## src/rtl/du_word_serializer_pkg.sv

```systemverilog
// Shared debug-unit definitions: serializer state encoding, UART byte width,
// pipeline latch-bus widths and the derived maximum transfer length in bytes.
package du_word_serializer_pkg;

  typedef enum logic [1:0] {
    IDLE = 2'd0,
    SEND = 2'd1,
    DONE = 2'd2
  } state_e;

  localparam int NB_BYTE = 8;

  localparam int NB_IFID  = 64;
  localparam int NB_IDEX  = 130;
  localparam int NB_EXM   = 76;
  localparam int NB_MWB   = 71;
  localparam int NB_R_INT = NB_IFID + NB_IDEX + NB_EXM + NB_MWB;

  function automatic int max_bytes(input int nb_bits);
    return (nb_bits + NB_BYTE - 1) / NB_BYTE;
  endfunction

  localparam int MAX_BYTES = max_bytes(NB_R_INT);

endpackage

```

## src/rtl/du_word_serializer.sv

```systemverilog
// Splits one wide debug snapshot into UART bytes, LSB first, written into the TX FIFO.
// One byte per cycle while the FIFO has room; i_tx_full stalls without losing data.
module du_word_serializer
  import du_word_serializer_pkg::*;
#(
  parameter int NB_DATA = NB_R_INT,
  parameter int NB_CNT  = 6
) (
  input  logic               i_clk,
  input  logic               i_reset,
  input  logic               i_start,
  input  logic [NB_DATA-1:0] i_data,
  input  logic [NB_CNT-1:0]  i_nbytes,
  input  logic               i_abort,
  input  logic               i_tx_full,
  output logic [NB_BYTE-1:0] o_tx_data,
  output logic               o_tx_wr,
  output logic               o_busy,
  output logic               o_done
);

  localparam int              N_BYTES  = max_bytes(NB_DATA);
  localparam int              NB_SHIFT = N_BYTES * NB_BYTE;
  localparam logic [NB_CNT-1:0] CNT_MAX = NB_CNT'(N_BYTES);

  state_e              state_q, state_d;
  logic [NB_SHIFT-1:0] shift_q, shift_d;
  logic [NB_CNT-1:0]   cnt_q, cnt_d;
  logic                wr;

  always_ff @(posedge i_clk) begin
    if (i_reset) begin
      state_q <= IDLE;
      shift_q <= '0;
      cnt_q   <= '0;
    end else begin
      state_q <= state_d;
      shift_q <= shift_d;
      cnt_q   <= cnt_d;
    end
  end

  always_comb begin
    state_d   = state_q;
    shift_d   = shift_q;
    cnt_d     = cnt_q;
    wr        = 1'b0;
    o_tx_data = '0;
    o_tx_wr   = 1'b0;
    o_busy    = 1'b0;
    o_done    = 1'b0;

    case (state_q)
      IDLE: begin
        // Abort has priority over a coincident start.
        if (i_start && !i_abort) begin
          if (i_nbytes == '0) begin
            state_d = DONE;
          end else begin
            shift_d                = '0;
            shift_d[NB_DATA-1:0]   = i_data;
            cnt_d                  = (i_nbytes > CNT_MAX) ? CNT_MAX : i_nbytes;
            state_d                = SEND;
          end
        end
      end

      SEND: begin
        o_busy    = 1'b1;
        o_tx_data = shift_q[NB_BYTE-1:0];
        wr        = ~i_tx_full;
        o_tx_wr   = wr;
        if (wr) begin
          shift_d = shift_q >> NB_BYTE;
          cnt_d   = cnt_q - NB_CNT'(1);
          if (cnt_q == NB_CNT'(1)) begin
            state_d = DONE;
          end
        end
        // The byte presented this cycle is still written when aborting.
        if (i_abort) begin
          state_d = IDLE;
          cnt_d   = '0;
        end
      end

      DONE: begin
        o_busy  = 1'b1;
        o_done  = ~i_abort;
        state_d = IDLE;
        if (i_abort) begin
          cnt_d = '0;
        end
      end

      default: begin
        state_d = IDLE;
      end
    endcase
  end

endmodule
```

## config.mk

```make
export PLATFORM = sky130hd
export DESIGN_NAME = du_word_serializer
export DESIGN_NICKNAME = d
export VERILOG_FILES = /design/src/rtl/du_word_serializer_pkg.sv /design/src/rtl/du_word_serializer.sv
export SDC_FILE = /design/constraint.sdc
export NUM_CORES = 1
export LEC_CHECK = 0
export CORE_MARGIN = 1.5
export CORE_UTILIZATION = 55
export CTS_CLUSTER_DIAMETER = 30
export CTS_CLUSTER_SIZE = 8
export DETAILED_ROUTE_END_ITERATION = 10
export PLACE_DENSITY_LB_ADDON = 0.12
export SLEW_MARGIN = 20
export SYNTH_ARGS = -nofsm -noshare
export SYNTH_HDL_FRONTEND = slang
export SYNTH_SLANG_ARGS = --single-unit
```

## constraint.sdc

```tcl
create_clock -name i_clk -period 3.55 [get_ports i_clk]
set_input_delay 0.71 -clock i_clk [delete_from_list [all_inputs] [get_ports i_clk]]
set_output_delay 0.71 -clock i_clk [all_outputs]
set_load 0.02 [all_outputs]
```

==> impl_results.rst <==
.. list-table::
   :header-rows: 1

   * - Metric
     - Value
   * - Number of gates given a new drive strength after cts
     - 0
   * - Total Routing Usage GR
     - 0.303
   * - Final std cells w/o fill
     - 2381
   * - Final net count
     - 2286
   * - Total negative slack for setup checks
     - 0 ns
   * - Number of antenna violations at the first check in global routing
     - 15
   * - Pin count of the biggest net entering global routing
     - around 160
   * - Number of max-capacitance violations reported
     - 0
   * - Core area
     - 0.0288 mm^2
   * - Average footprint of a synthesized cell
     - about 10 um^2
   * - RePlAce Congestion
     - around 0.84
   * - Worst reg2reg path startpoint
     - state_q[0]$_SDFFE_PP0P_
   * - Most used DFF post-synth
     - sky130_fd_sc_hd__dfxtp_1
   * - Capture endpoint of the worst hold path
     - shift_q[337]$_SDFFE_PP0P_
   * - Post-synth top area share
     - 0.432
   * - Synthesized instance count
     - ~1600
   * - Post-DP HPWL
     - 29.2 mm
   * - Row count
     - just over 60
   * - Proportion of synthesized chip area in sequential cells
     - 0.432
   * - Library cell occupying the most area in the post-synthesis netlist
     - sky130_fd_sc_hd__dfxtp_1
   * - First-pass DRT Iterations
     - 5
   * - Final count of hold timing violations
     - 0
   * - Worst-margin pin slew
     - 1.12 ns
   * - Post-CTS Hold Buffers
     - 0
   * - Layout overhead on the synthesized area
     - 40.6%
   * - Peak fanout along the critical path
     - 30
   * - Number of port buffers
     - 362
   * - Count of flip-flops with a built-in enable after synthesis
     - 0
   * - Internal reg-to-reg setup slack
     - 1.03 ns
   * - Final setup slack of the worst path
     - around 0.50 ns
   * - Post-synth top cells
     - 354 x sky130_fd_sc_hd__a21oi_1, 349 x sky130_fd_sc_hd__dfxtp_1, 333 x sky130_fd_sc_hd__mux2i_1
   * - Wire per inst
     - between 20 and 25 um
   * - Startpoint of the most critical hold path
     - shift_q[337]$_SDFFE_PP0P_
   * - Static leakage power
     - 7.76 nW
   * - Sinks on the clock net
     - 349
   * - Final global-route overflow total
     - 0
   * - Peak supply drop
     - 0.415 mV
   * - Worst-Skew Late Latency
     - 0.56 ns
   * - Number of global-route vias before repair
     - 14600
   * - Register bit total from synthesis
     - roughly 350
   * - Number of levels in the clock H-tree
     - 3
   * - Clock tree from TritonCTS
     - yes
   * - Top post-synthesis cells by area
     - sky130_fd_sc_hd__dfxtp_1 43%, sky130_fd_sc_hd__mux2i_1 21%, sky130_fd_sc_hd__a211oi_1 15%, sky130_fd_sc_hd__a21oi_1 11%, sky130_fd_sc_hd__buf_2 3.3%
   * - Setup repair after global routing missed its margin
     - false
   * - Worst-case headroom to the max-slew limit
     - 0.251
   * - Highest attainable clock frequency
     - ~0.33 GHz
   * - Die width
     - between 150 and 200 um
   * - Hold Crit Depth
     - 2
   * - Worst-case setup slack after placement
     - 0.658 ns
   * - Final min period
     - 3.05 ns
   * - Arrival time reported for the critical path endpoint
     - 2.34 ns
   * - Count of vias placed by the detailed router
     - 14500
   * - Critical Path Source Type
     - register
   * - Portion of the clock cycle consumed by the worst path in the final layout
     - 0.860
   * - Element type at the critical path end
     - output port
   * - Cell count after placement
     - 2233
   * - Share of cells above drive strength 1
     - 0.0917
   * - Post-route antenna net violation count
     - 0
   * - Register clock-pin slew on the reported worst setup and hold paths
     - 0.04 ns
   * - Count of pins over their slew limit
     - 0
   * - Number of filler cells placed in the layout
     - 1863
   * - Share of synthesized flip-flops with an asynchronous set or reset
     - 0
   * - Die footprint
     - around 0.030 mm^2
   * - First-pass GRT wire length
     - 75.1 mm
   * - Power per cell area
     - 715 mW/mm^2
   * - Fin Clk Skew
     - about 0.019 ns
   * - YS warnings
     - 0
   * - Number of primary I/O pins
     - 363
   * - Instance area after placement
     - 0.0198 mm^2
   * - Number of setup buffers added after CTS
     - 0
   * - Initial core utilization
     - 0.562
   * - Synthesized net count
     - ~2000
   * - Worst hold slack across all endpoints
     - 0.479 ns
   * - Die Ht
     - 174 um
   * - Path type of the worst min-delay path
     - reg -> reg
   * - Library cells used by synthesis
     - 45
   * - Maximum buffer depth of the clock tree
     - 3
   * - FF-to-FF End
     - shift_q[140]$_SDFFE_PP0P_
   * - Worst R2R Path Depth
     - 7
   * - Required time worst endpoint
     - between 2 and 3 ns
   * - Inserted Clock Buffers
     - 77
   * - Final cell area excluding filler cells
     - 0.0227 mm^2
   * - Number of DRC violations after detailed-routing iteration 0
     - 1155
   * - Most frequently used cell type in the post-synthesis netlist
     - sky130_fd_sc_hd__a21oi_1
   * - Result of the run
     - complete, no violations
   * - DRC errors left
     - 0
   * - Routed wire length
     - 48.1 mm
   * - Number of endpoints failing setup at the final stage
     - 0
   * - Startpoint-to-endpoint class of the critical path
     - reg -> out
   * - Via density per instance
     - about 6.1
   * - CTS root buf
     - sky130_fd_sc_hd__clkbuf_16
   * - Cell Area, Synth
     - 0.0162 mm^2
## report_power, final
part / switching (mW) / internal, mW / total [mW]
Clock: 2.29 / 5.48 / 7.78
Combinational: 1.84 / 1.51 / 3.35
Sequential: 0.439 / 4.69 / 5.13
## flip-flops by register name, indices dropped and copies added, names as in the netlist
name and cells:
cnt_q 6, shift_q 341, state_q 2
## layout by cell type, fill, tap and decap left out, drive strengths merged, types with 9 or more instances in the layout
| cell | n |
|---|---|
| a211oi | 336 |
| a21oi | 354 |
| buf | 32 |
| bufinv | 18 |
| clkbuf | 90 |
| clkdlybuf4s50 | 361 |
| clkinv | 16 |
| dfxtp | 349 |
| diode | 13 |
| inv | 9 |
| mux2i | 333 |
| o21ai | 10 |
## through the flow
step | total power, mW | utilization
2_1_floorplan | 7.39 | -
3_3_place_gp | 8.33 | 0.689
3_5_place_dp | 8.44 | 0.689
4_1_cts | 16.3 | 0.788
5_1_grt | 16.9 | 0.789
6_report | 16.3 | 0.789
## per-layer routing
layer	wire length, um	vias up	global-route usage
met4	1950	8	0.158
met5	55	-	0
met2	22700	504	0.489
li1	-	6918	-
met1	20000	6949	0.375
met3	3380	135	0.0706
## kinds of logic (layout without fill, tap and decap cells)
logic type | Yosys count | count (layout) | share of synthesized area
other cells | 0 | 13 | 0
compound gates | 720 | 720 | 0.282
buf+inv | 198 | 534 | 0.0562
fa+ha+maj | 6 | 6 | 0.00464
flops | 349 | 349 | 0.432
simple gates | 42 | 42 | 0.0182
mux | 333 | 333 | 0.206
## critical path, cell delays in order, from the launching register on
cell,delay [ns]
sky130_fd_sc_hd__dfxtp_1,0.33
sky130_fd_sc_hd__inv_1,0.13
sky130_fd_sc_hd__ha_4,0.44
sky130_fd_sc_hd__and2_1,0.25
sky130_fd_sc_hd__clkdlybuf4s50_1,0.62
## worst max path at each step
stage	start	endpoint	cells past startpoint
floorplan	state_q[1]$_SDFFE_PP0P_	o_tx_wr	7
global placement	i_abort	shift_q[106]$_SDFFE_PP0P_	7
detailed placement	i_abort	shift_q[193]$_SDFFE_PP0P_	7
CTS	state_q[1]$_SDFFE_PP0P_	o_tx_data[7]	4
global route	state_q[1]$_SDFFE_PP0P_	o_tx_data[6]	4
finish	state_q[1]$_SDFFE_PP0P_	o_tx_data[7]	4
## layout make-up
cell class / count / area, um^2 / area share
clock inverters: 45 / 771 / 0.0339
diodes: 13 / 32.5 / 0.00143
clock buffers: 90 / 2080 / 0.0914
flip-flops and latches: 349 / 6990 / 0.308
well taps: 384 / 480 / 0.0211
multi-input cells: 1101 / 8290 / 0.365
repair buffers: 393 / 4060 / 0.179
inverters: 6 / 22.5 / 0.000991
Power figures use the tool's default switching activity.
